<file path="config.mk">
export PLATFORM = sky130hd
export DESIGN_NAME = iomem_timer
export DESIGN_NICKNAME = d
export VERILOG_FILES = /design/src/rtl/iomem_timer.sv
export SDC_FILE = /design/constraint.sdc
export NUM_CORES = 1
export LEC_CHECK = 0
export CORE_MARGIN = 5
export CORE_UTILIZATION = 50
export CTS_CLUSTER_DIAMETER = 40
export DETAILED_ROUTE_END_ITERATION = 7
export PLACE_DENSITY_LB_ADDON = 0.25
export SLEW_MARGIN = 15
export SYNTH_ARGS = -nofsm -noshare
export SYNTH_HDL_FRONTEND = slang
export SYNTH_SLANG_ARGS = --single-unit
</file>
<file path="constraint.sdc">
create_clock -name clk -period 2.5 [get_ports clk]
set_input_delay 0.625 -clock clk [delete_from_list [all_inputs] [get_ports clk]]
set_output_delay 0.625 -clock clk [all_outputs]
set_load 0.01 [all_outputs]
</file>
<file path="src/rtl/iomem_timer.sv">
// Purpose     : 32-bit down-counting timer on the PicoSoC iomem bus (page ADDR_PAGE), prescaler, one-shot/auto-reload, W1C expiry flag, level irq.
// Latency     : bus acknowledge and registered read data one cycle after select; writes land on that same acknowledge edge.
// Backpressure: none; every selected request is acked after one cycle, so back-to-back requests complete at most every 2 cycles.
//
// Ports:
//   clk, resetn        system clock, synchronous active-low reset
//   iomem_valid/ready  request valid / one-cycle acknowledge
//   iomem_wstrb        byte write strobes, 0 = read
//   iomem_addr/wdata   byte address / write data
//   iomem_rdata        registered read data, valid with iomem_ready
//   irq                level interrupt = STATUS.expired & CTRL.irq_en
//   pwm_out            registered (en && COUNT < DUTY) when IOMEM_TIMER_PWM_EN is defined, else 0
//
// Optional build macro: IOMEM_TIMER_PWM_EN adds the DUTY register and the PWM comparator.
// PRESCALE_W is expected in the range 1..31.

module iomem_timer #(
    parameter logic [7:0] ADDR_PAGE  = 8'h04,
    parameter int         PRESCALE_W = 16
) (
    input  logic        clk,
    input  logic        resetn,
    input  logic        iomem_valid,
    output logic        iomem_ready,
    input  logic [3:0]  iomem_wstrb,
    input  logic [31:0] iomem_addr,
    input  logic [31:0] iomem_wdata,
    output logic [31:0] iomem_rdata,
    output logic        irq,
    output logic        pwm_out
);

    localparam logic [5:0] OFF_CTRL     = 6'h00;
    localparam logic [5:0] OFF_PRESCALE = 6'h01;
    localparam logic [5:0] OFF_COUNT    = 6'h02;
    localparam logic [5:0] OFF_RELOAD   = 6'h03;
    localparam logic [5:0] OFF_STATUS   = 6'h04;
`ifdef IOMEM_TIMER_PWM_EN
    localparam logic [5:0] OFF_DUTY     = 6'h05;
`endif

    // Register state
    logic                  ctrl_en;
    logic                  ctrl_auto;
    logic                  ctrl_irq_en;
    logic [PRESCALE_W-1:0] prescale;
    logic [PRESCALE_W-1:0] psc_cnt;
    logic [31:0]           count;
    logic [31:0]           reload;
    logic                  expired;
`ifdef IOMEM_TIMER_PWM_EN
    logic [31:0]           duty;
`endif

    // Byte-lane merge of write data into an existing 32-bit value
    function automatic logic [31:0] wmerge(input logic [31:0] old_val,
                                           input logic [31:0] wd,
                                           input logic [3:0]  ws);
        logic [31:0] r;
        r = old_val;
        for (int i = 0; i < 4; i++) begin
            if (ws[i]) r[8*i +: 8] = wd[8*i +: 8];
        end
        return r;
    endfunction

    // Bus decode
    logic [5:0]  off;
    logic        sel;
    logic        wr;
    logic        ctrl_wr;
    logic        prescale_wr;
    logic        count_wr;
    logic        reload_wr;
    logic        status_w1c;
    logic [31:0] pre_new;
    logic [31:0] rd_val;

    assign off         = iomem_addr[7:2];
    assign sel         = iomem_valid && !iomem_ready && (iomem_addr[31:24] == ADDR_PAGE);
    assign wr          = sel && (iomem_wstrb != 4'b0000);
    // All CTRL bits live in lane 0, so only a lane-0 write touches CTRL.
    assign ctrl_wr     = wr && (off == OFF_CTRL) && iomem_wstrb[0];
    assign prescale_wr = wr && (off == OFF_PRESCALE);
    assign count_wr    = wr && (off == OFF_COUNT);
    assign reload_wr   = wr && (off == OFF_RELOAD);
    assign status_w1c  = wr && (off == OFF_STATUS) && iomem_wstrb[0] && iomem_wdata[0];
    assign pre_new     = wmerge(32'(prescale), iomem_wdata, iomem_wstrb);

    // Address bits outside the page/offset fields and the prescale bits
    // above PRESCALE_W are intentionally ignored.
    logic unused_bits;
    assign unused_bits = &{1'b0, iomem_addr[23:8], iomem_addr[1:0], pre_new[31:PRESCALE_W]};

    // Tick and expiry
    logic tick;
    logic tick_eff;
    logic expire;

    assign tick     = ctrl_en && (psc_cnt == prescale);
    // A bus write to COUNT, or a CTRL write that clears en, overrides the
    // tick in the same cycle: no decrement, reload or expiry happens.
    assign tick_eff = tick && !count_wr && !(ctrl_wr && !iomem_wdata[0]);
    assign expire   = tick_eff && (count == 32'd0);

    // Read mux
    always_comb begin
        rd_val = 32'd0;
        case (off)
            OFF_CTRL:     rd_val = {29'd0, ctrl_irq_en, ctrl_auto, ctrl_en};
            OFF_PRESCALE: rd_val = 32'(prescale);
            OFF_COUNT:    rd_val = count;
            OFF_RELOAD:   rd_val = reload;
            OFF_STATUS:   rd_val = {31'd0, expired};
`ifdef IOMEM_TIMER_PWM_EN
            OFF_DUTY:     rd_val = duty;
`endif
            default:      rd_val = 32'd0;
        endcase
    end

    // Bus response
    always_ff @(posedge clk) begin
        if (!resetn) begin
            iomem_ready <= 1'b0;
            iomem_rdata <= 32'd0;
        end else begin
            iomem_ready <= sel;
            if (sel) iomem_rdata <= rd_val;
        end
    end

    // CTRL
    always_ff @(posedge clk) begin
        if (!resetn) begin
            ctrl_en     <= 1'b0;
            ctrl_auto   <= 1'b0;
            ctrl_irq_en <= 1'b0;
        end else if (ctrl_wr) begin
            // A CTRL write in the expiry cycle keeps the written en.
            ctrl_en     <= iomem_wdata[0];
            ctrl_auto   <= iomem_wdata[1];
            ctrl_irq_en <= iomem_wdata[2];
        end else if (expire && !ctrl_auto) begin
            ctrl_en     <= 1'b0;
        end
    end

    // PRESCALE and prescaler counter
    always_ff @(posedge clk) begin
        if (!resetn) begin
            prescale <= '0;
            psc_cnt  <= '0;
        end else begin
            if (prescale_wr) prescale <= pre_new[PRESCALE_W-1:0];
            if (!ctrl_en || prescale_wr || tick) psc_cnt <= '0;
            else                                 psc_cnt <= psc_cnt + PRESCALE_W'(1);
        end
    end

    // COUNT and RELOAD
    always_ff @(posedge clk) begin
        if (!resetn) begin
            count  <= 32'd0;
            reload <= 32'd0;
        end else begin
            if (reload_wr) reload <= wmerge(reload, iomem_wdata, iomem_wstrb);
            if (count_wr) begin
                count <= wmerge(count, iomem_wdata, iomem_wstrb);
            end else if (tick_eff) begin
                if (count != 32'd0) count <= count - 32'd1;
                else if (ctrl_auto) count <= reload;
            end
        end
    end

    // STATUS: expiry set takes priority over W1C
    always_ff @(posedge clk) begin
        if (!resetn)         expired <= 1'b0;
        else if (expire)     expired <= 1'b1;
        else if (status_w1c) expired <= 1'b0;
    end

    assign irq = expired && ctrl_irq_en;

`ifdef IOMEM_TIMER_PWM_EN
    logic duty_wr;
    assign duty_wr = wr && (off == OFF_DUTY);

    always_ff @(posedge clk) begin
        if (!resetn) begin
            duty    <= 32'd0;
            pwm_out <= 1'b0;
        end else begin
            if (duty_wr) duty <= wmerge(duty, iomem_wdata, iomem_wstrb);
            pwm_out <= ctrl_en && (count < duty);
        end
    end
`else
    assign pwm_out = 1'b0;
`endif

endmodule

</file>
Word level (Yosys, flattened, before mapping)
Index checks and enable logic that the tools add are counted.
{ "op_classes": {"n_eq_ne": 10, "addsub": 2, "bitwise": 1, "reduce_logical": 45, "n_mux": 13} }
{ "ops": {"columns": ["cell", "n"], "rows": [
  ["32-bit case mux with 5 select lines", 1],
  ["32-bit 2-to-1 mux", 4],
  ["32-bit logical NOT", 1],
  ["8-bit 2-to-1 mux", 4],
  ["32-bit nonzero test", 1],
  ["32-bit by 1-bit subtractor with 32-bit output, second input constant", 1],
  ["1-bit logical AND", 18],
  ["16-bit by 1-bit adder with 16-bit output, second input constant", 1],
  ["16-bit equality test", 1],
  ["6-bit by 2-bit equality test with 1-bit output, second input constant", 2],
  ["2-bit AND reduction", 6],
  ["3-bit AND reduction", 4],
  ["8-bit by 3-bit equality test with 1-bit output, second input constant", 1],
  ["2-bit != test, second input constant", 4],
  ["6-bit by 1-bit equality test with 1-bit output, second input constant", 1],
  ["6-bit by 3-bit equality test with 1-bit output, second input constant", 1],
  ["1-bit logical NOT", 6],
  ["6-bit logical NOT", 1],
  ["2-bit nonzero test", 3],
  ["1-bit 2-to-1 mux", 4],
  ["4-bit nonzero test", 1],
  ["3-bit nonzero test", 1],
  ["1-bit logical OR", 2],
  ["2-bit OR reduction", 1],
  ["1-bit inverter", 1]
]} }
{ "word_totals": {"inputBits": 71, "out_inout_bits": 35, "word_cells": 88, "reg_bits": 133} }

Logic depth before layout (Yosys ltp)
{ "logic_depth": {"word_depth": 13, "depth_mapped": 10, "depth_no_buf": 8} }

Worst setup path before layout
No wires, ideal clock.
{ "synth_timing": {"kind": "input port to flip-flop", "from": "input port iomem_wstrb[1]", "to": "register count[22]", "setup_ps": 117, "path_slack_ps": -48, "path_stages": 8, "required_ps": 2383, "arrival_time_ps": 2431, "cell_sequence": "or4_1 > buf_2 > nand4b_2 > a21oi_4 > o41ai_2 > buf_6 > o311a_1 > nor2_1"} }
{ "synth_via": {"elab_chain_cells": 9, "elab_cells_between_ends": 15, "classes_between": "eq/ne: 1; mux: 1; reduce/logical: 13"} }
{ "synth_lines": {"columns": ["item", "line", "source"], "rows": [
  ["start: declaration", "25", "input logic [3:0] iomem_wstrb,"],
  ["4-bit nonzero test (*)", "81", "assign wr = sel && (iomem_wstrb != 4'b0000);"],
  ["1-bit logical AND (*)", "81", null],
  ["1-bit logical AND (2 in a row)", "83", "assign ctrl_wr = wr && (off == OFF_CTRL) && iomem_wstrb[0];"],
  ["1-bit logical AND", "103", "assign tick_eff = tick && !count_wr && !(ctrl_wr && !iomem_wdata[0]);"],
  ["1-bit logical NOT", "103", null],
  ["1-bit logical AND", "103", null],
  ["2-bit nonzero test (no line)", null, null],
  ["3-bit AND reduction (no line)", null, null],
  ["end signal: assignment", "169", "count <= wmerge(count, iomem_wdata, iomem_wstrb);"],
  ["end signal: assignment", "171", "if (count != 32'd0) count <= count - 32'd1;"],
  ["end signal: assignment", "172", "else if (ctrl_auto) count <= reload;"],
  ["end: declaration", "48", "logic [31:0] count;"]
]} }
Mark *: on every way between the ends. The rest lies on a longest branch, timed or not.
A chain may end at the register's enable or synchronous reset.

Worst setup path in the final report
{ "layout_timing": {"from": "input port iomem_addr[2]", "to": "register count[27]"} }
{ "layout_via": {"elab_chain_cells": 8, "elab_cells_between_ends": 15, "classes_between": "eq/ne: 2; mux: 1; reduce/logical: 12"} }
{ "layout_lines": {"columns": ["item", "line", "source"], "rows": [
  ["start: declaration", "26", "input logic [31:0] iomem_addr,"],
  ["6-bit logical NOT", "83", null],
  ["1-bit logical AND (2 in a row)", "83", null],
  ["1-bit logical AND", "103", null],
  ["1-bit logical NOT", "103", null],
  ["1-bit logical AND", "103", null],
  ["2-bit nonzero test (no line)", null, null],
  ["3-bit AND reduction (no line)", null, null]
]} }
Parallel ways exist; a longest one is shown, timed or not.

==> flow_metrics.env <==
export IMPL_crit_fanout=6
export IMPL_outcome="finished clean"
export IMPL_p_leak_nw=3.729
export IMPL_hpwl_um=16940
export IMPL_maxCapViolCount=0
export IMPL_slew_headroom_pct=66.02
export IMPL_critPathKind="in -> reg"
export IMPL_end_kind="register"
export IMPL_clkTransAtPathRegs_ps=60
export IMPL_start_kind="input pin"
export IMPL_antenna_found_initial=0
export IMPL_yosys_area_top_type="dfxtp_1"
export IMPL_nets=1146
export IMPL_wire_per_inst_um=19.03
export IMPL_met2_usage_pct=44.13
export IMPL_hold_viol=0
export IMPL_gp_congestion=0.9057
export IMPL_ys_types=81
export IMPL_cts_root_buffer="clkbuf_16"
export IMPL_cts_tree="yes"
export IMPL_synth_top_area_share_pct=36.54
export IMPL_yosysMostFrequentCell="dfxtp_1"
export IMPL_ys_top_cells_by_area="dfxtp_1, a21oi_1, nor2_1, nand2_1, mux2i_1"
export IMPL_syn_nets=973
export IMPL_synth_commonest_cells="dfxtp_1, nor2_1, a21oi_1, nand2_1, nand3_1"
export IMPL_synth_area_um2=7287
export IMPL_period_minus_slack_ps=2463
export IMPL_clock_fmax_mhz=406.0
export IMPL_clock_path_buffers=2
export IMPL_synthCells=899
export IMPL_grt_pass1_vias=7126
export IMPL_worst_slew_pin_slew_ps=509.7
export IMPL_slew_viol_final=0
export IMPL_ctsHoldBuffers=0
export IMPL_grt_busiest_layer="met2"
export IMPL_grt_ovfl_total=0
export IMPL_clock_skew_ps=7.676
export IMPL_clock_sinks=133
export IMPL_ir_drop_v=0.0005147
export IMPL_critical_path_required_ps=2860
export IMPL_cp_data_arrival_time_ps=2820
export IMPL_rsz0062_at_grt="true"
export IMPL_fin_crit_sh_pct=98.51
export IMPL_fp_row_count=44
export IMPL_synth_edf_count=0
export IMPL_grt_pass1_wl_um=37560
export IMPL_floorplan_die_width_um=130.7
export IMPL_coreArea_um2=14420
export IMPL_start_util_pct=50.52
export IMPL_grt_util_met1_pct=38.68
export IMPL_yosys_most_used_dff="dfxtp_1"
export IMPL_cts_max_level=4
export IMPL_synth_avg_cell_area_um2=8.106
export IMPL_drt_iter0_markers=849
export IMPL_grtUsageMet3_pct=4.309
export IMPL_seq_area_frac_synth_pct=36.54
export IMPL_drc=0
export IMPL_vias=7724
export IMPL_p_per_area_nw_per_um2=475.6
export IMPL_syn2layout_area_growth_pct=38.01
export IMPL_setup_violations=0
export IMPL_holdCritPathClass="reg -> reg"
export IMPL_numCtsBuffers=17
export IMPL_final_util_pct=69.73
export IMPL_stdcell_area_um2=10060
export IMPL_placed_cell_area_um2=9123
export IMPL_clk_latency_ps=430
export IMPL_io_buffers=86
export IMPL_grt_usage_pct=28.33
export IMPL_die_area_um2=17090
export IMPL_viasPerCell=6.091
export IMPL_antenna_left=0
export IMPL_io_pins=106
export IMPL_firstDrtPassIters=6
export IMPL_diodes=0
export IMPL_synth_warnings=0
export IMPL_routed_wl_um=24130
export IMPL_synth_async_reset_ratio_pct=0
export IMPL_ys_ff_latch=133
export IMPL_die_h_um=130.7
export IMPL_grt_max_degree=109
export IMPL_drive_gt1_share_pct=22.05
[placed cells by master, fill, tap and decap left out, types with 8 or more instances in the layout]
cell | netlist | routed
clkdlybuf4s50_1 | 0 | 74
mux2i_1 | 27 | 27
xnor2_1 | 26 | 24
nand3_1 | 51 | 49
clkbuf_16 | 0 | 18
dfxtp_1 | 133 | 130
a211oi_1 | 10 | 8
o211ai_1 | 10 | 10
o21ai_0 | 10 | 9
a21oi_1 | 84 | 81
nor3_1 | 45 | 39
a22oi_1 | 29 | 29
inv_1 | 15 | 15
nand4_1 | 15 | 15
buf_4 | 5 | 121
and2_1 | 9 | 9
nor2_1 | 108 | 107
nand2_1 | 83 | 82
mux2_2 | 12 | 12
and3_1 | 12 | 12
xor2_1 | 12 | 12
or3_1 | 12 | 12
buf_12 | 0 | 11
[metrics by stage]
step	setup WS (ps)	hold slack (ps)	TNS [ps]	cells	total power, W
after floorplan	-3.112	441.3	-3.112	899	0.002233
after global placement	-546.6	438.5	-46800	1222	0.002385
after detailed placement	-602.2	446.7	-57350	1222	0.002384
after CTS	-19.37	455.0	-26.23	1265	0.004806
after global routing	-58.19	461.4	-110.9	1268	0.004904
final	37.15	452.5	0	1268	0.004783
[per-layer routing]
layer	wire [um]	vias up
li1	-	3607
met1	10230	3652
met2	11040	392
met3	1895	73
met4	957	0
met5	0	-
[final timing paths]
path	from	end	slack, ps	cells after the start
hold / removal	iomem_rdata[2]	iomem_rdata[2]	450	2
setup reg to reg	count[0]	count[27]	60	12
hold reg to reg	iomem_rdata[2]	iomem_rdata[2]	450	2
setup / recovery	iomem_addr[2]	count[27]	40	10
[power breakdown]
part	internal (W)	switching (W)	total (W)
Clock	0.00146	0.000980	0.00244
Combinational	0.000104	0.000121	0.000225
Sequential	0.00212	0.0000000667	0.00212
[kinds of logic (layout without fill, tap and decap cells)]
family	after synthesis	count (layout)	synth area share (%)
XOR/XNOR	38	38	4.567
other	1	1	0.05146
AO/OA/AOI/OAI	206	206	19.92
adder cells (fa/ha/maj)	3	3	0.5152
buffers and inverters	86	271	5.168
multiplexers	41	41	6.181
AND/OR/NAND/NOR	391	391	27.06
flip-flops	133	133	36.54
[final cells by class]
type | instances | area (um^2)
multi-input cells | 680 | 4464
fillers | 1141 | 4367
flip-flops and latches | 133 | 2666
repair buffers | 224 | 2072
clock buffers | 18 | 429.2
well taps | 184 | 230.2
clock inverters | 13 | 133.9
inverters | 16 | 61.31
[sequential cells by signal (all words and copies together), names as in the netlist]
register     count
expired          1
prescale        16
ctrl_en          1
psc_cnt         16
reload          32
count           32
ctrl_irq_en      1
iomem_rdata     32
iomem_ready      1
ctrl_auto        1
[what timing repair did]
| item | CTS | global route |
|---|---|---|
| pin swaps | 10 | 9 |
| endpoints found under the setup margin | 72 | 48 |
| gates resized for setup | 37 | 23 |
| cloned | 1 | 0 |
| setup buffers | 12 | 3 |
[critical path: stages]
cell             delay [ps]
clkdlybuf4s15_1         180
or4_4                   540
or4_4                   450
a21oi_4                 210
buf_12                  140
o41ai_4                  70
buf_4                   150
clkbuf_16               150
buf_4                   140
a211oi_2                160
Power figures use the tool's default switching activity.
